### config.mk
export PLATFORM = sky130hd
export DESIGN_NAME = mem_stage_flat
export DESIGN_NICKNAME = d
export VERILOG_FILES = /design/src/rtl/mycpu_pkg.sv /design/src/rtl/mem_stage_if.sv /design/src/rtl/mem_stage_load_align.sv /design/src/rtl/mem_stage.sv /design/src/flat_wrapper.sv
export SDC_FILE = /design/constraint.sdc
export NUM_CORES = 1
export LEC_CHECK = 0
export BUFFER_PORTS_ARGS = -buffer_cell sky130_fd_sc_hd__buf_2
export CAP_MARGIN = 20
export CORE_AREA = 2 2 184 186
export DETAILED_ROUTE_END_ITERATION = 16
export DIE_AREA = 0 0 186 188
export HOLD_SLACK_MARGIN = 0.06
export SYNTH_ARGS = -nofsm -noshare
export SYNTH_HDL_FRONTEND = slang
export SYNTH_SLANG_ARGS = --single-unit
### constraint.sdc
create_clock -name clk -period 4.9 [get_ports clk]
set_clock_uncertainty 0.15 [all_clocks]
set_input_delay 0.49 -clock clk [delete_from_list [all_inputs] [get_ports clk]]
set_output_delay 0.49 -clock clk [all_outputs]
set_load 0.02 [all_outputs]
### src/rtl/mycpu_pkg.sv
// Shared definitions for the memory-access stage: bus widths, execute-bus field
// offsets, mem_control bit positions, SRAM size encodings and the FSM state type.
package mycpu_pkg;

  localparam int EXE_MEM_W = 166;
  localparam int MEM_WB_W  = 127;

  // EXE_MEM_bus_r field positions (LSB of multi-bit fields)
  localparam int EM_JBR     = 164;
  localparam int EM_CTRL_LO = 159;
  localparam int EM_SDATA   = 127;
  localparam int EM_RESULT  = 95;
  localparam int EM_LO      = 63;
  localparam int EM_HIW     = 62;
  localparam int EM_LOW     = 61;
  localparam int EM_MFHI    = 60;
  localparam int EM_MFLO    = 59;
  localparam int EM_MTC0    = 58;
  localparam int EM_MFC0    = 57;
  localparam int EM_CP0R    = 49;
  localparam int EM_SYSCALL = 48;
  localparam int EM_BREAK   = 47;
  localparam int EM_OV      = 46;
  localparam int EM_RI      = 45;
  localparam int EM_ERET    = 44;
  localparam int EM_WEN     = 43;
  localparam int EM_WDEST   = 38;
  localparam int EM_PC      = 6;
  localparam int EM_LSL     = 5;
  localparam int EM_LSR     = 4;

  // mem_control = {load, store, word, half, unsigned}
  localparam int MC_LOAD  = 4;
  localparam int MC_STORE = 3;
  localparam int MC_WORD  = 2;
  localparam int MC_HALF  = 1;
  localparam int MC_UNS   = 0;

  typedef enum logic [1:0] {
    SZ_BYTE = 2'd0,
    SZ_HALF = 2'd1,
    SZ_WORD = 2'd2
  } size_e;

  typedef enum logic [2:0] {
    ST_IDLE  = 3'd0,
    ST_REQ   = 3'd1,
    ST_WAIT  = 3'd2,
    ST_DONE  = 3'd3,
    ST_DRAIN = 3'd4
  } state_e;

  function automatic logic [2:0] popcount4(input logic [3:0] v);
    return {2'b00, v[0]} + {2'b00, v[1]} + {2'b00, v[2]} + {2'b00, v[3]};
  endfunction

endpackage

### src/rtl/mem_stage_if.sv
// Data-SRAM request/response channel between the memory stage (master) and the SRAM (slave).
interface mem_stage_if;
  logic        data_req;
  logic        data_wr;
  logic [1:0]  data_size;
  logic [31:0] data_addr;
  logic [3:0]  data_wstrb;
  logic [31:0] data_wdata;
  logic        data_addr_ok;
  logic        data_data_ok;
  logic [31:0] data_rdata;

  modport master (
    output data_req, data_wr, data_size, data_addr, data_wstrb, data_wdata,
    input  data_addr_ok, data_data_ok, data_rdata
  );

  modport slave (
    input  data_req, data_wr, data_size, data_addr, data_wstrb, data_wdata,
    output data_addr_ok, data_data_ok, data_rdata
  );
endinterface

### src/rtl/mem_stage_load_align.sv
// Combinational load-data alignment: byte/half select with extension, word pass-through,
// and the LWL/LWR shifts whose byte merge is finished by write-back using rf_wbytes.
module load_align
  import mycpu_pkg::*;
(
  input  logic [31:0] rdata,
  input  logic [1:0]  addr,
  input  size_e       size,
  input  logic        uns,
  input  logic        ls_l,
  input  logic        ls_r,
  input  logic [3:0]  rf_wbytes,
  output logic [31:0] aligned
);

  logic [7:0]  byte_s;
  logic [15:0] half_s;
  logic [2:0]  keep_s;
  logic [4:0]  sh_s;

  assign byte_s = rdata[{addr, 3'b000} +: 8];
  assign half_s = addr[1] ? rdata[31:16] : rdata[15:0];
  // LWL shifts left by 8*(3-n) with n=cnt-1, LWR right by 8*n with n=4-cnt: both 8*(4-cnt)
  assign keep_s = 3'd4 - popcount4(rf_wbytes);
  assign sh_s   = {keep_s[1:0], 3'b000};

  always_comb begin
    aligned = rdata;
    if (ls_l) begin
      aligned = rdata << sh_s;
    end else if (ls_r) begin
      aligned = rdata >> sh_s;
    end else begin
      case (size)
        SZ_BYTE: aligned = uns ? {24'h000000, byte_s} : {{24{byte_s[7]}}, byte_s};
        SZ_HALF: aligned = uns ? {16'h0000, half_s} : {{16{half_s[15]}}, half_s};
        default: aligned = rdata;
      endcase
    end
  end

endmodule

### src/rtl/mem_stage.sv
// Memory-access pipeline stage: one SRAM transaction per load/store, load alignment,
// address-error detection and the memory-to-write-back bus.
module mem_stage
  import mycpu_pkg::*;
(
  input  logic                 clk,
  input  logic                 resetn,
  input  logic                 MEM_valid,
  input  logic                 EXE_MEM_latch,
  input  logic [EXE_MEM_W-1:0] EXE_MEM_bus_r,
  input  logic                 cancel,
  output logic                 MEM_over,
  output logic [MEM_WB_W-1:0]  MEM_WB_bus,
  output logic [4:0]           MEM_wdest,
  output logic                 MEM_hi_write,
  output logic                 MEM_lo_write,
  output logic [31:0]          MEM_hi_data,
  output logic [31:0]          MEM_lo_data,
  mem_stage_if.master          dbus
);

  logic [4:0]  ctrl_s;
  logic [31:0] store_data_s, exe_result_s, lo_result_s, aligned_s, mem_result_s;
  logic        load_s, store_s, mem_op_s, err_s, adel_s, ades_s, ls_l_s, ls_r_s;
  logic        req_s, rf_wen_s, unused_s;
  logic [3:0]  rf_wbytes_s, wstrb_s;
  logic [31:0] wdata_s;
  size_e       size_s;
  state_e      state_q, state_d;
  logic [31:0] load_q, load_d;

  assign ctrl_s       = EXE_MEM_bus_r[EM_CTRL_LO +: 5];
  assign store_data_s = EXE_MEM_bus_r[EM_SDATA +: 32];
  assign exe_result_s = EXE_MEM_bus_r[EM_RESULT +: 32];
  assign lo_result_s  = EXE_MEM_bus_r[EM_LO +: 32];
  assign ls_l_s       = EXE_MEM_bus_r[EM_LSL];
  assign ls_r_s       = EXE_MEM_bus_r[EM_LSR];
  assign rf_wbytes_s  = EXE_MEM_bus_r[3:0];
  assign unused_s     = &{1'b0, EXE_MEM_bus_r[EXE_MEM_W-1], EXE_MEM_bus_r[EM_JBR]};

  assign load_s   = ctrl_s[MC_LOAD];
  assign store_s  = ctrl_s[MC_STORE];
  assign mem_op_s = load_s | store_s;
  assign size_s   = ctrl_s[MC_WORD] ? SZ_WORD : (ctrl_s[MC_HALF] ? SZ_HALF : SZ_BYTE);
  // LWL/LWR are deliberately unaligned, so they never raise an address error
  assign err_s    = mem_op_s & ~(ls_l_s | ls_r_s) &
                    ((ctrl_s[MC_WORD] & (exe_result_s[1:0] != 2'b00)) |
                     (ctrl_s[MC_HALF] & exe_result_s[0]));
  assign adel_s   = err_s & load_s;
  assign ades_s   = err_s & store_s;
  assign rf_wen_s = EXE_MEM_bus_r[EM_WEN] & ~err_s;

  // store byte enables and replicated store data
  always_comb begin
    wstrb_s = 4'b0000;
    case (size_s)
      SZ_BYTE: wdata_s = {4{store_data_s[7:0]}};
      SZ_HALF: wdata_s = {2{store_data_s[15:0]}};
      default: wdata_s = store_data_s;
    endcase
    if (store_s && !err_s) begin
      case (size_s)
        SZ_BYTE: wstrb_s = 4'b0001 << exe_result_s[1:0];
        SZ_HALF: wstrb_s = exe_result_s[1] ? 4'b1100 : 4'b0011;
        default: wstrb_s = 4'b1111;
      endcase
    end else begin
      wstrb_s = 4'b0000;
    end
  end

  load_align u_align (
    .rdata     (dbus.data_rdata),
    .addr      (exe_result_s[1:0]),
    .size      (size_s),
    .uns       (ctrl_s[MC_UNS]),
    .ls_l      (ls_l_s),
    .ls_r      (ls_r_s),
    .rf_wbytes (rf_wbytes_s),
    .aligned   (aligned_s)
  );

  // request qualification and next-state / load-register logic
  always_comb begin
    req_s   = 1'b0;
    state_d = state_q;
    load_d  = load_q;
    case (state_q)
      ST_IDLE: begin
        req_s = MEM_valid & mem_op_s & ~err_s & ~cancel;
        if (req_s) begin
          state_d = dbus.data_addr_ok ? ST_WAIT : ST_REQ;
        end else begin
          state_d = ST_IDLE;
        end
      end
      ST_REQ: begin
        req_s = MEM_valid;
        if (dbus.data_addr_ok) begin
          state_d = cancel ? ST_DRAIN : ST_WAIT;
        end else if (cancel) begin
          state_d = ST_IDLE;
        end else begin
          state_d = ST_REQ;
        end
      end
      ST_WAIT: begin
        if (dbus.data_data_ok && cancel) begin
          state_d = ST_IDLE;
        end else if (dbus.data_data_ok) begin
          load_d  = aligned_s;
          state_d = ST_DONE;
        end else if (cancel) begin
          state_d = ST_DRAIN;
        end else begin
          state_d = ST_WAIT;
        end
      end
      ST_DONE: begin
        if (EXE_MEM_latch || !MEM_valid || cancel) begin
          state_d = ST_IDLE;
        end else begin
          state_d = ST_DONE;
        end
      end
      ST_DRAIN: begin
        state_d = dbus.data_data_ok ? ST_IDLE : ST_DRAIN;
      end
      default: state_d = ST_IDLE;
    endcase
  end

  // FSM state and captured load data
  always_ff @(posedge clk or negedge resetn) begin
    if (!resetn) begin
      state_q <= ST_IDLE;
      load_q  <= 32'h0000_0000;
    end else begin
      state_q <= state_d;
      load_q  <= load_d;
    end
  end

  assign mem_result_s = (load_s && !err_s) ? load_q : exe_result_s;
  assign MEM_over = MEM_valid & ((state_q == ST_DONE) |
                    ((state_q != ST_DRAIN) & (~mem_op_s | err_s)));

  assign dbus.data_req   = req_s;
  assign dbus.data_wr    = MEM_valid & store_s;
  assign dbus.data_size  = MEM_valid ? size_s : 2'b00;
  assign dbus.data_addr  = MEM_valid ? exe_result_s : 32'h0000_0000;
  assign dbus.data_wstrb = MEM_valid ? wstrb_s : 4'b0000;
  assign dbus.data_wdata = MEM_valid ? wdata_s : 32'h0000_0000;

  assign MEM_wdest    = EXE_MEM_bus_r[EM_WDEST +: 5] & {5{MEM_valid}};
  assign MEM_hi_write = EXE_MEM_bus_r[EM_HIW] & MEM_valid;
  assign MEM_lo_write = EXE_MEM_bus_r[EM_LOW] & MEM_valid;
  assign MEM_hi_data  = MEM_valid ? exe_result_s : 32'h0000_0000;
  assign MEM_lo_data  = MEM_valid ? lo_result_s : 32'h0000_0000;

  assign MEM_WB_bus = MEM_valid ? {rf_wen_s, EXE_MEM_bus_r[EM_WDEST +: 5], mem_result_s,
                                   lo_result_s, EXE_MEM_bus_r[EM_HIW], EXE_MEM_bus_r[EM_LOW],
                                   EXE_MEM_bus_r[EM_MFHI], EXE_MEM_bus_r[EM_MFLO],
                                   EXE_MEM_bus_r[EM_MTC0], EXE_MEM_bus_r[EM_MFC0],
                                   EXE_MEM_bus_r[EM_CP0R +: 8], EXE_MEM_bus_r[EM_SYSCALL],
                                   EXE_MEM_bus_r[EM_BREAK], EXE_MEM_bus_r[EM_OV],
                                   EXE_MEM_bus_r[EM_RI], EXE_MEM_bus_r[EM_ERET],
                                   adel_s, ades_s, EXE_MEM_bus_r[EM_PC +: 32], rf_wbytes_s}
                                : {MEM_WB_W{1'b0}};

endmodule

### src/flat_wrapper.sv
// flat-port wrapper written by rule: the top's interface ports become plain ports
module mem_stage_flat import mycpu_pkg::*;
  (clk, resetn, MEM_valid, EXE_MEM_latch, EXE_MEM_bus_r, cancel, MEM_over, MEM_WB_bus, MEM_wdest, MEM_hi_write, MEM_lo_write, MEM_hi_data, MEM_lo_data, dbus_data_req, dbus_data_wr, dbus_data_size, dbus_data_addr, dbus_data_wstrb, dbus_data_wdata, dbus_data_addr_ok, dbus_data_data_ok, dbus_data_rdata);
  mem_stage_if dbus_i ();
  input  logic clk;
  input  logic resetn;
  input  logic MEM_valid;
  input  logic EXE_MEM_latch;
  input  logic [EXE_MEM_W-1:0] EXE_MEM_bus_r;
  input  logic cancel;
  output logic MEM_over;
  output logic [MEM_WB_W-1:0] MEM_WB_bus;
  output logic [4:0] MEM_wdest;
  output logic MEM_hi_write;
  output logic MEM_lo_write;
  output logic [31:0] MEM_hi_data;
  output logic [31:0] MEM_lo_data;
  output wire logic [$bits(dbus_i.data_req)-1:0] dbus_data_req;
  output wire logic [$bits(dbus_i.data_wr)-1:0] dbus_data_wr;
  output wire logic [$bits(dbus_i.data_size)-1:0] dbus_data_size;
  output wire logic [$bits(dbus_i.data_addr)-1:0] dbus_data_addr;
  output wire logic [$bits(dbus_i.data_wstrb)-1:0] dbus_data_wstrb;
  output wire logic [$bits(dbus_i.data_wdata)-1:0] dbus_data_wdata;
  input wire logic [$bits(dbus_i.data_addr_ok)-1:0] dbus_data_addr_ok;
  input wire logic [$bits(dbus_i.data_data_ok)-1:0] dbus_data_data_ok;
  input wire logic [$bits(dbus_i.data_rdata)-1:0] dbus_data_rdata;
  assign dbus_data_req = dbus_i.data_req;
  assign dbus_data_wr = dbus_i.data_wr;
  assign dbus_data_size = dbus_i.data_size;
  assign dbus_data_addr = dbus_i.data_addr;
  assign dbus_data_wstrb = dbus_i.data_wstrb;
  assign dbus_data_wdata = dbus_i.data_wdata;
  assign dbus_i.data_addr_ok = dbus_data_addr_ok;
  assign dbus_i.data_data_ok = dbus_data_data_ok;
  assign dbus_i.data_rdata = dbus_data_rdata;
  mem_stage u_core (.clk(clk), .resetn(resetn), .MEM_valid(MEM_valid), .EXE_MEM_latch(EXE_MEM_latch), .EXE_MEM_bus_r(EXE_MEM_bus_r), .cancel(cancel), .MEM_over(MEM_over), .MEM_WB_bus(MEM_WB_bus), .MEM_wdest(MEM_wdest), .MEM_hi_write(MEM_hi_write), .MEM_lo_write(MEM_lo_write), .MEM_hi_data(MEM_hi_data), .MEM_lo_data(MEM_lo_data), .dbus(dbus_i));
endmodule
Word level (Yosys, flattened, before mapping):

Cells that the tools add are included.

* add/sub/neg operators: 4
* multipliers: 0
* div/mod/pow operators: 0
* $lt $le $gt $ge: 0
* equality and inequality tests: 6
* shift operators: 4
* muxes and demuxes: 30
* bitwise logic cells: 26
* reduce and logical (&&, ||, !) cells: 11

Operators by type and width (number)
* $mux 32: 8
* $pmux 32 s2: 2
* $mux 127: 1
* $shiftx 32x6->8: 1
* $shl 32x5->32: 1
* $shr 32x5->32: 1
* $mux 3: 6
* $mux 16: 1
* $and 1x1->1: 15
* $pmux 3 s5: 1
* $mux 4: 3
* $mux 2: 4
* $pmux 4 s2: 1
* $eq 3x2->1 const B: 2
* $and 5x5->5: 1
* $not 1->1: 5
* $or 1x1->1: 5
* $add 2x1->2: 2
* $shl 1x2->4 const A: 1
* $eq 3x1->1 const B: 1
* $eq 3x3->1 const B: 1
* $logic_and 1x1->1: 3
* $logic_not 3->1: 1
* $ne 3x3->1 const B: 1
* other kinds (10): 13

* flip-flop bits (word level): 35
* bits in latches: 0
* RAM bits: 0
* memory bits (read-only): 0
* input port bits: 205
* logic and storage cells: 83
* memories: 0

Longest topological paths before layout:

Gate-level depths: netlist of the first run.

* word-level depth: 9
* mapped depth: 10
* mapped depth without buffers: 8

By module:

A second synthesis of the first run with hierarchy kept.

* cells, all modules: 809
* area, all modules: 6214.7 um2

By module, submodules not included
* mem_stage: instances 1, cells an instance 530, area each 4076.4 um2, sequential area each 875.8 um2
* load_align: instances 1, cells an instance 279, area each 2138.3 um2, sequential area each 0.0 um2

Worst setup path before layout of the first run:

Ideal clock, no wire load.

* kind: input-to-reg
* start point: input port EXE_MEM_bus_r[1]
* end point: register u_core.load_q[3]
* setup time: 0.137 ns
* data arrival time: 2.453 ns
* path slack: 2.160 ns
* stages: 8
* buffers on the path: 2
* cells stage by stage: fa_1 > inv_1 > ha_1 > buf_2 > clkbuf_1 > mux4_2 > a211oi_1 > a21oi_1

* word-level cells in the longest chain between the ends: 7

RTL lines
* start: declaration: RTL line flat_wrapper.sv:9 `input logic [EXE_MEM_W-1:0] EXE_MEM_bus_r;`
* $add 1x1->2 *: RTL line mycpu_pkg.sv:54 `return {2'b00, v[0]} + {2'b00, v[1]} + {2'b00, v[2]} + {2'b00, v[3]};`
* $add 2x1->2 * (2 in a row): RTL line mycpu_pkg.sv:54
* $sub 1x2->2 *: RTL line mem_stage_load_align.sv:24 `assign keep_s = 3'd4 - popcount4(rf_wbytes);`
* $shr 32x5->32: RTL line mem_stage_load_align.sv:32 `aligned = rdata >> sh_s;`
* $mux 32: RTL line mem_stage_load_align.sv:31 `end else if (ls_r) begin`
* $mux 32 *: RTL line mem_stage_load_align.sv:29 `if (ls_l) begin`
* end signal: assignment: RTL line mem_stage.sv:140 `load_q <= load_d;`
* end: declaration: RTL line mem_stage.sv:30 `logic [31:0] load_q, load_d;`

Mark *: on every way between the ends. The rest lies on a longest branch, timed or not.
A chain may end at the register's enable or synchronous reset.

Worst setup path in the final report of the first run:

* start point: input port EXE_MEM_bus_r[4]
* end point: output port MEM_WB_bus[91]

* word-level cells in the longest chain between the ends: 8

RTL lines
* $or 1x1->1: RTL line mem_stage.sv:46 `assign err_s = mem_op_s & ~(ls_l_s | ls_r_s) &`
* $not 1->1: RTL line mem_stage.sv:46
* $and 1x1->1 (2 in a row): RTL line mem_stage.sv:46
* $logic_not 1->1: RTL line mem_stage.sv:144 `assign mem_result_s = (load_s && !err_s) ? load_q : exe_result_s;`
* $logic_and 1x1->1: RTL line mem_stage.sv:144
* $mux 32: RTL line mem_stage.sv:144
* $mux 127: RTL line mem_stage.sv:161 `assign MEM_WB_bus = MEM_valid ? {rf_wen_s, EXE_MEM_bus_r[EM_WDEST +: 5], mem_result_s,`
* end: declaration: RTL line flat_wrapper.sv:12 `output logic [MEM_WB_W-1:0] MEM_WB_bus;`

Every way passes these cells.

==> flow_summary.toml, run 1 <==
[global_route]
overflow = 0
grt_pass1_vias = 6929
grt_pass1_wl_um = 45700
grt_start_max_net_pins = 138
gr-usage-all-layers = 0.178
antenna_found_initial = 6

[synthesis]
ys_types = 55
ys.flop_type = "dfrtp_1"
synth_seq_cells = 35
synth_cells = 882
ys_seq_area_frac = 0.148
syn_area_mm2 = 0.00592
synth_async_sr_flop_share = 1.00
synth.avg_cell_area_um2 = 6.71
synth_edf_count = 0
synthesis.nets = 1089
yosysWarnings = 0

[setup_path]
slowest_stage = "or2_2"
endpoint_kind = "primary output"
worstSetupPathType = "in -> out"
crit_chain = "buf_2 > or2_1 > a21oi_2 > nand2b_1 > or2_2 > a21oi_2 > buf_2"
worstPathArrival_ps = 3050
worst_setup_path_start_kind = "input port"
crit_required_ps = 4260
max_stage_delay_ps = 620
path_max_fanout = 31

[routing]
vias = 7686
wl_per_cell_um = 19.3
routed_via_density = 4.56
drt_iter0_drc = 563
drc = 0
first_pass_iters = 5
wirelength_um = 32600
ant_nets = 0

[cells_and_area]
fin_nets = 1438
fill_cells = 3749
multi_input_comb_area_mm2 = 0.00401
area_delta_synth_final_pct = 40.1
seq_area_um2 = 876
drive_gt1_frac = 0.447

[min_path]
min_path_type = "in -> async"

[sta]
timing.hold.ws_ps = 181
drv_slew = 0
tightestPinTransition_ps = 1040
hold_viol_final = 0
fmax_mhz = 271
tns_ps = 0
relSlewSlack = 0.307
fin_crit_ps = 3690
fin_crit_sh = 0.754
setup_violations = 0
grt_setup_unrepaired = "no"

[clock_network]
holdBufCountCts = 0
cts_htree_levels = 2
post-cts-setup-buffers = 0
tritoncts = "built"
clock_latency_ps = 300
cts_resized = 0
root_buffer = "clkbuf_16"
cts.reportedPaths.clkPinSlew_ps = 70
ctsLongestPathBuffers = 2
numCtsBuffers = 5
cts_sinks = 35

[power_and_ir_drop]
vdd_drop_max_mv = 0.123
leakagePower_nw = 4.51
powerDensity_mw_per_mm2 = 248

[die]
initial_utilization = 0.179
dieArea_mm2 = 0.0350
core_area_mm2 = 0.0331
std_cell_rows = 67
die_width_um = 186
boundaryPins = 476
die_h_um = 188

[status]
status = "finished clean"

[placement]
gp_congestion = 0.875
io_buffers = 473
dp_hpwl_um = 26300

[job]
drv_cap = 0
through the flow:
step / instances / cell area, um^2 / setup WS (ps) / utilization / power [mW]
floorplan: 882 / 5920 / 2160 / - / 1.26
global placement: 1671 / 8080 / 1210 / 0.244 / 1.66
detailed placement: 1671 / 8080 / 1160 / 0.244 / 1.67
CTS: 1679 / 8260 / 1170 / 0.249 / 2.08
global route: 1683 / 8280 / 968 / 0.250 / 2.21
finish: 1685 / 8290 / 1210 / 0.250 / 2.06
sequential cells by signal (all words and copies together) (netlist names):
register and count:
u_core.state_q 3, u_core.load_q 32
kinds of logic (layout without fill, tap and decap cells):
kind of cell               Yosys count  after routing  synth area share
and+or+nand+nor                    388            388             0.325
adders and majority gates            2              2           0.00550
xor gates and xnor gates             2              2           0.00296
muxes                               48             48            0.0916
other                                0              5                 0
DFF                                 35             35             0.148
AOI/OAI and AO/OA                  218            218             0.251
buffers and inverters              189            539             0.176
metal layers:
metal | GRT usage | wire length, um
met2 | 0.295 | 15600
met3 | 0.0311 | 2700
met1 | 0.227 | 13200
met4 | 0.0687 | 1060
met5 | 0 | 13
final timing paths:
check                                                    from                       endpoint  slack, ps  cells past startpoint
worst min-delay path                                   resetn   u_core.load_q[1]$_DFFE_PN0P_        180                      1
worst min register to register  u_core.load_q[22]$_DFFE_PN0P_  u_core.load_q[22]$_DFFE_PN0P_        330                      2
worst max register to register    u_core.state_q[1]$_DFF_PN0_  u_core.load_q[26]$_DFFE_PN0P_       2500                      6
min in group clk                                       cancel    u_core.state_q[0]$_DFF_PN0_        250                      2
worst max-delay path                         EXE_MEM_bus_r[4]                 MEM_WB_bus[91]       1210                      7
max in group asynchronous                              resetn   u_core.load_q[7]$_DFFE_PN0P_       3800                      1
cell usage in the layout, fill, tap and decap left out, types with 31 or more instances in the layout:
cell	Yosys	layout
buf_2	19	472
o21ai_0	45	45
inv_1	43	43
and2_1	102	102
nor2_1	103	103
a21oi_2	31	31
nand2_1	89	89
dfrtp_1	35	35
mux2i_1	35	35
a21oi_1	53	53
final cells by class:
type,instances,area share
repair buffers,488,0.301
inverters,43,0.0195
well taps,448,0.0676
diodes,5,0.00151
clock buffers,5,0.0151
flip-flops and latches,35,0.106
multi-input cells,658,0.484
clock inverters,3,0.00574
worst max-delay path, delay by kind of cell:
| kind | cells | cell delay [ps] |
|---|---|---|
| AOI/OAI and AO/OA | 2 | 520 |
| buffers and inverters | 2 | 710 |
| and+or+nand+nor | 3 | 1290 |
cells in the mapped netlist (all sizes together), types with 10 or more instances:
| library cell | number | share of area |
|---|---|---|
| nor2 | 104 | 0.067 |
| and2 | 103 | 0.11 |
| buf | 101 | 0.12 |
| nand2 | 89 | 0.056 |
| a21oi | 84 | 0.091 |
| o21ai | 49 | 0.041 |
| clkbuf | 45 | 0.029 |
| inv | 43 | 0.027 |
| dfrtp | 35 | 0.15 |
| mux2i | 35 | 0.059 |
| nand3 | 23 | 0.019 |
| nand2b | 21 | 0.022 |
| a211oi | 19 | 0.024 |
| a221oi | 15 | 0.022 |
| and3 | 12 | 0.013 |
| nor3 | 10 | 0.0085 |
report_power, final:
group / switching, mW / internal [mW] / total [mW] / leakage, nW
clock: 0.153 / 0.243 / 0.397 / 0.0844
sequential: 0.107 / 0.414 / 0.522 / 0.432
combinational: 0.712 / 0.426 / 1.14 / 3.99
total: 0.973 / 1.08 / 2.06 / 4.51
No activity file was read; power rests on OpenSTA's default activity.
==> inputs of run 2 (changes only) <==
--- a/config.mk
+++ b/config.mk
@@ -7,9 +7,9 @@
 export LEC_CHECK = 0
 export BUFFER_PORTS_ARGS = -buffer_cell sky130_fd_sc_hd__buf_2
 export CAP_MARGIN = 20
-export CORE_AREA = 2 2 184 186
+export CORE_AREA = 2 2 185 187
 export DETAILED_ROUTE_END_ITERATION = 16
-export DIE_AREA = 0 0 186 188
+export DIE_AREA = 0 0 187 189
 export HOLD_SLACK_MARGIN = 0.06
 export SYNTH_ARGS = -nofsm -noshare
 export SYNTH_HDL_FRONTEND = slang
==> constraint.sdc (replaced) <==
create_clock -name clk -period 3.47 [get_ports clk]
set_clock_uncertainty 0.15 [all_clocks]
set_input_delay 0.347 -clock clk [delete_from_list [all_inputs] [get_ports clk]]
set_output_delay 0.347 -clock clk [all_outputs]
set_load 0.02 [all_outputs]
==> run 2 against run 1 <==
  * Sequential power up 34%
  * Non-clock buffer count is 8 higher
  * Register-to-register slack worse by 1600 ps
  * Clock-buffer cell count did not move
  * Wire length increased by 0.69%
  * Clock power up 36%
  * Core utilization is essentially flat
  * Flip-flop and latch count unchanged
  * Via count rose by 1.0%
  * Cell count is 0.36% higher
  * Worst setup slack worse by 670 ps
  * Power increased by 40%
==> flow_summary.toml, run 2 (synthesis results as in run 1) <==
[cells_and_area]
area_delta_synth_final_pct = 40.9
fin_nets = 1446
final_common_cell = "buf_2"
most-common-layout-cells = "472 x buf_2, 103 x nor2_1, 102 x and2_1, 89 x nand2_1, 53 x a21oi_1"
regMostFlops = "u_core.load_q"
top_regs = "u_core.load_q: 32 flops, u_core.state_q: 3 flops"
drive_gt1_frac = 0.451
seq_area_um2 = 876
largest_reg_flops = 32
fill_cells = 3746
final_util = 0.251
multi_input_comb_area_mm2 = 0.00401
finalInstanceArea_mm2 = 0.00834

[routing]
routed_via_density = 4.59
ant_nets = 0
wirelength_um = 32800
first_pass_iters = 5
drt_iter0_drc = 574
drc = 0
wl_per_cell_um = 19.4
vias = 7766

[sta]
grt_setup_unrepaired = "no"
fin_crit_ps = 2940
drv_slew = 0
hold_viol_final = 0
tightestPinTransition_ps = 1030
setup_violations = 0
relSlewSlack = 0.313
tns_ps = 0
fin_crit_sh = 0.846
timing.hold.ws_ps = 42.8
fmax_mhz = 341

[die]
dieArea_mm2 = 0.0353
boundaryPins = 476
std_cell_rows = 67
die_width_um = 187
die_h_um = 189
core_area_mm2 = 0.0333
initial_utilization = 0.178

[global_route]
antenna_found_initial = 6
overflow = 0
grt_pass1_wl_um = 47000
grt_start_max_net_pins = 73
gr-usage-all-layers = 0.176
grt_pass1_vias = 7204

[power_and_ir_drop]
seqPwrFrac = 0.241
powerDensity_mw_per_mm2 = 346
pwr-share-comb = 0.572
vdd_drop_max_mv = 0.179
finalPower_mw = 2.89
power_switching_share = 0.467
intPower_mw = 1.54
leakagePower_nw = 4.55
power_switching_mw = 1.35
clkPwrFrac = 0.187

[min_path]
min_path_type = "in -> async"

[setup_path]
crit_path_end = "MEM_WB_bus[108]"
slowest_stage = "or2_2"
cp_num_buf_inv = 2
worstSetupPathType = "in -> out"
crit_chain = "buf_2 > or2_1 > a21oi_2 > nand2b_1 > or2_2 > a21oi_2 > buf_2"
crit_start = "EXE_MEM_bus_r[5]"
max_stage_delay_ps = 760
cp_num_cells = 7
crit-reg2reg-launch = "u_core.state_q[1]$_DFF_PN0_"
reg2regPathDepth = 5
path_max_fanout = 31
crit_required_ps = 2970
worst_setup_path_start_kind = "input port"
endpoint_kind = "primary output"
r2r_end = "u_core.load_q[7]$_DFFE_PN0P_"
worstPathArrival_ps = 2440
cpLargestDelayFamily = "simple AND/OR/NAND/NOR gates"
r2r_slack_ps = 920

[clock_network]
cts_htree_levels = 2
cts.reportedPaths.clkPinSlew_ps = 70
cts_sinks = 35
ctsLongestPathBuffers = 2
cts_resized = 0
numCtsBuffers = 5
holdBufCountCts = 0
tritoncts = "built"
clock_latency_ps = 290
root_buffer = "clkbuf_16"
post-cts-setup-buffers = 0

[job]
drv_cap = 0

[placement]
gp_congestion = 0.895
placed_cell_area_mm2 = 0.00816
io_buffers = 473
dp_hpwl_um = 26700

[status]
status = "finished clean"
run 2: how the worst min path moves through the flow:
stage | from | end | slack, ps | cells after the start
2_1_floorplan | resetn | u_core.load_q[0]$_DFFE_PN0P_ | -100 | 0
3_3_place_gp | u_core.load_q[21]$_DFFE_PN0P_ | u_core.load_q[21]$_DFFE_PN0P_ | 320 | 2
3_5_place_dp | u_core.load_q[20]$_DFFE_PN0P_ | u_core.load_q[20]$_DFFE_PN0P_ | 330 | 2
4_1_cts | resetn | u_core.load_q[1]$_DFFE_PN0P_ | 70 | 1
5_1_grt | resetn | u_core.load_q[21]$_DFFE_PN0P_ | 110 | 1
6_report | resetn | u_core.load_q[21]$_DFFE_PN0P_ | 40 | 1
run 2: layer usage:
metal	up-vias	wire length, um	GRT usage
met5	-	27	0
met4	4	599	0.0391
met3	30	2630	0.0254
met2	457	15900	0.306
met1	3615	13600	0.230
li1	3660	-	-
run 2: layout make-up:
cell class,instances,area share
antenna,3,0.000900
clock inverter,3,0.00525
inverter,43,0.0194
timing repair buffer,496,0.306
clock buffer,5,0.0150
tap,448,0.0672
multi-input combinational,658,0.481
sequential,35,0.105
run 2: per-stage QoR:
step,cells,worst slack (ps)
floorplan,882,873
global placement,1680,511
detailed placement,1680,484
CTS,1688,483
global route,1689,319
finish,1691,534
run 2: worst register-to-register path, delay by kind of cell (launching register included):
kind             cells  cell delay (ps)
AO/OA/AOI/OAI        1              240
flip-flops           1              510
AND/OR/NAND/NOR      4             1580
run 2: power groups by stage:
stage / logic [mW] / registers, mW / clock network [mW]
6_report: 1.65 / 0.697 / 0.541
5_1_grt: 1.81 / 0.721 / 0.577
4_1_cts: 1.67 / 0.699 / 0.552
3_5_place_dp: 1.66 / 0.707 / 0
3_3_place_gp: 1.65 / 0.702 / 0
2_1_floorplan: 1.12 / 0.661 / 0
==> inputs of run 3 (changes only) <==
==> constraint.sdc (replaced) <==
create_clock -name clk -period 2.96 [get_ports clk]
set_clock_uncertainty 0.15 [all_clocks]
set_input_delay 0.296 -clock clk [delete_from_list [all_inputs] [get_ports clk]]
set_output_delay 0.296 -clock clk [all_outputs]
set_load 0.02 [all_outputs]
==> run 3 against run 2 <==
  * Wire length increased by 0.80%
  * Via count increased by 0.26%
  * Critical path depth increased by 1
  * Core utilization increased by 0.26 points
  * First-iteration DRC count increased by 15%
  * Worst setup slack got worse by 160 ps
  * Sequential share of layout area decreased by 0.11 points
  * Combinational power increased by 19%
  * Global-route usage about the same
  * Final area increased by 1.0%
  * Largest power group unchanged
  * Highest routed layer unchanged
==> flow_summary.toml, run 3 (synthesis results as in run 1) <==
[global_route]
gr-usage-all-layers = 0.176
overflow = 0
grt_pass1_wl_um = 46800
antenna_found_initial = 9
grt_start_max_net_pins = 78
grt_pass1_vias = 7255

[sta]
relSlewSlack = 0.381
setup_violations = 0
drv_slew = 0
hold_viol_final = 0
fmax_mhz = 386
tightestPinTransition_ps = 928
tns_ps = 0
grt_setup_unrepaired = "no"
fin_crit_ps = 2590
fin_crit_sh = 0.875
setup_slack_ps = 371

[cells_and_area]
most-common-layout-cells = "472 x buf_2, 103 x nor2_1, 102 x and2_1, 89 x nand2_1, 53 x a21oi_1"
largest_reg_flops = 32
fin_nets = 1460
final_common_cell = "buf_2"
area_delta_synth_final_pct = 42.4
regMostFlops = "u_core.load_q"
fill_cells = 3767
drive_gt1_frac = 0.456
top_regs = "u_core.load_q: 32 flops, u_core.state_q: 3 flops"

[clock_network]
post-cts-setup-buffers = 0
holdBufCountCts = 1
numCtsBuffers = 5
root_buffer = "clkbuf_16"
cts.reportedPaths.clkPinSlew_ps = 60
ctsLongestPathBuffers = 2
cts_sinks = 35
cts_resized = 0
cts_htree_levels = 2
tritoncts = "built"
clock_latency_ps = 300

[power_and_ir_drop]
pwr-share-comb = 0.586
clkPwrFrac = 0.165
leakagePower_nw = 4.61
power_switching_share = 0.474
powerDensity_mw_per_mm2 = 398
intPower_mw = 1.76
vdd_drop_max_mv = 0.180
power_switching_mw = 1.59
seqPwrFrac = 0.248

[routing]
wirelength_um = 33100
ant_nets = 0
drt_iter0_drc = 660
drc = 0
first_pass_iters = 5
routed_via_density = 4.57
wl_per_cell_um = 19.4
vias = 7786

[job]
drv_cap = 0

[setup_path]
path_max_fanout = 31
worstPathArrival_ps = 2140
endpoint_kind = "primary output"
cpLargestDelayFamily = "buffers and inverters"
cp_num_buf_inv = 3
slowest_stage = "buf_4"
worst_setup_path_start_kind = "input port"
max_stage_delay_ps = 430
crit_chain = "buf_2 > or2_1 > a21oi_2 > nand2b_1 > or2_2 > buf_4 > a21oi_2 > buf_2"
worstSetupPathType = "in -> out"
crit_required_ps = 2510

[die]
core_area_mm2 = 0.0333
die_width_um = 187
initial_utilization = 0.178
die_h_um = 189
dieArea_mm2 = 0.0353
boundaryPins = 476
std_cell_rows = 67

[placement]
dp_hpwl_um = 27100
io_buffers = 473
gp_congestion = 0.903
place_ws_ps = 127

[status]
status = "finished clean"

[min_path]
min_path_type = "in -> reg"
## run 3: worst paths after layout
check	endpoint	slack, ps	cells after the start	startpoint
worst max-delay path	MEM_WB_bus[108]	370	8	EXE_MEM_bus_r[5]
worst min-delay path	u_core.state_q[0]$_DFF_PN0_	60	2	cancel
worst max register to register	u_core.load_q[25]$_DFFE_PN0P_	980	5	u_core.state_q[1]$_DFF_PN0_
worst min register to register	u_core.load_q[23]$_DFFE_PN0P_	330	2	u_core.load_q[23]$_DFFE_PN0P_
max in group asynchronous	u_core.load_q[11]$_DFFE_PN0P_	1530	2	resetn
min in group asynchronous	u_core.load_q[1]$_DFFE_PN0P_	520	2	resetn
## run 3: stage by stage
step	utilization	hold WS [ps]	power, mW	cell area (um^2)	cells
finish	0.253	63.2	3.35	8420	1705
detailed placement	0.248	325	2.80	8260	1693
global placement	0.248	327	2.79	8260	1693
CTS	0.253	60.4	3.38	8410	1701
floorplan	-	-150	2.09	5920	882
global route	0.253	75.4	3.59	8420	1705
## run 3: cell type report
type                    count  area (um^2)  share of cell area
multi-input cells         658         4010               0.476
well taps                 448          561              0.0665
clock inverters             1         5.00            0.000594
repair buffers            510         2660               0.316
diodes                      4         10.0             0.00119
clock buffers               6          139              0.0165
inverters                  43          161              0.0192
flip-flops and latches     35          876               0.104
## run 3: metal layers
layer  global-route usage  wire, um  part of all wire
met4               0.0723      1070             0.032
met5                    0        42            0.0013
met1                0.226     13900              0.42
met3               0.0321      2410             0.073
met2                0.292     15700              0.47
## run 3: power groups by stage
stage | clock network [mW] | logic (mW) | registers (mW)
CTS | 0.567 | 1.98 | 0.833
detailed placement | 0 | 1.96 | 0.841
floorplan | 0 | 1.31 | 0.775
global placement | 0 | 1.96 | 0.837
global route | 0.585 | 2.14 | 0.861
finish | 0.554 | 1.96 | 0.831
## run 3: worst register-to-register path, cell delays in order, from the launching register on
cell      delay (ps)
dfrtp_1          500
nor2b_1          200
and3_1           220
nand2_1          290
a211oi_1         410
nor3_1            90
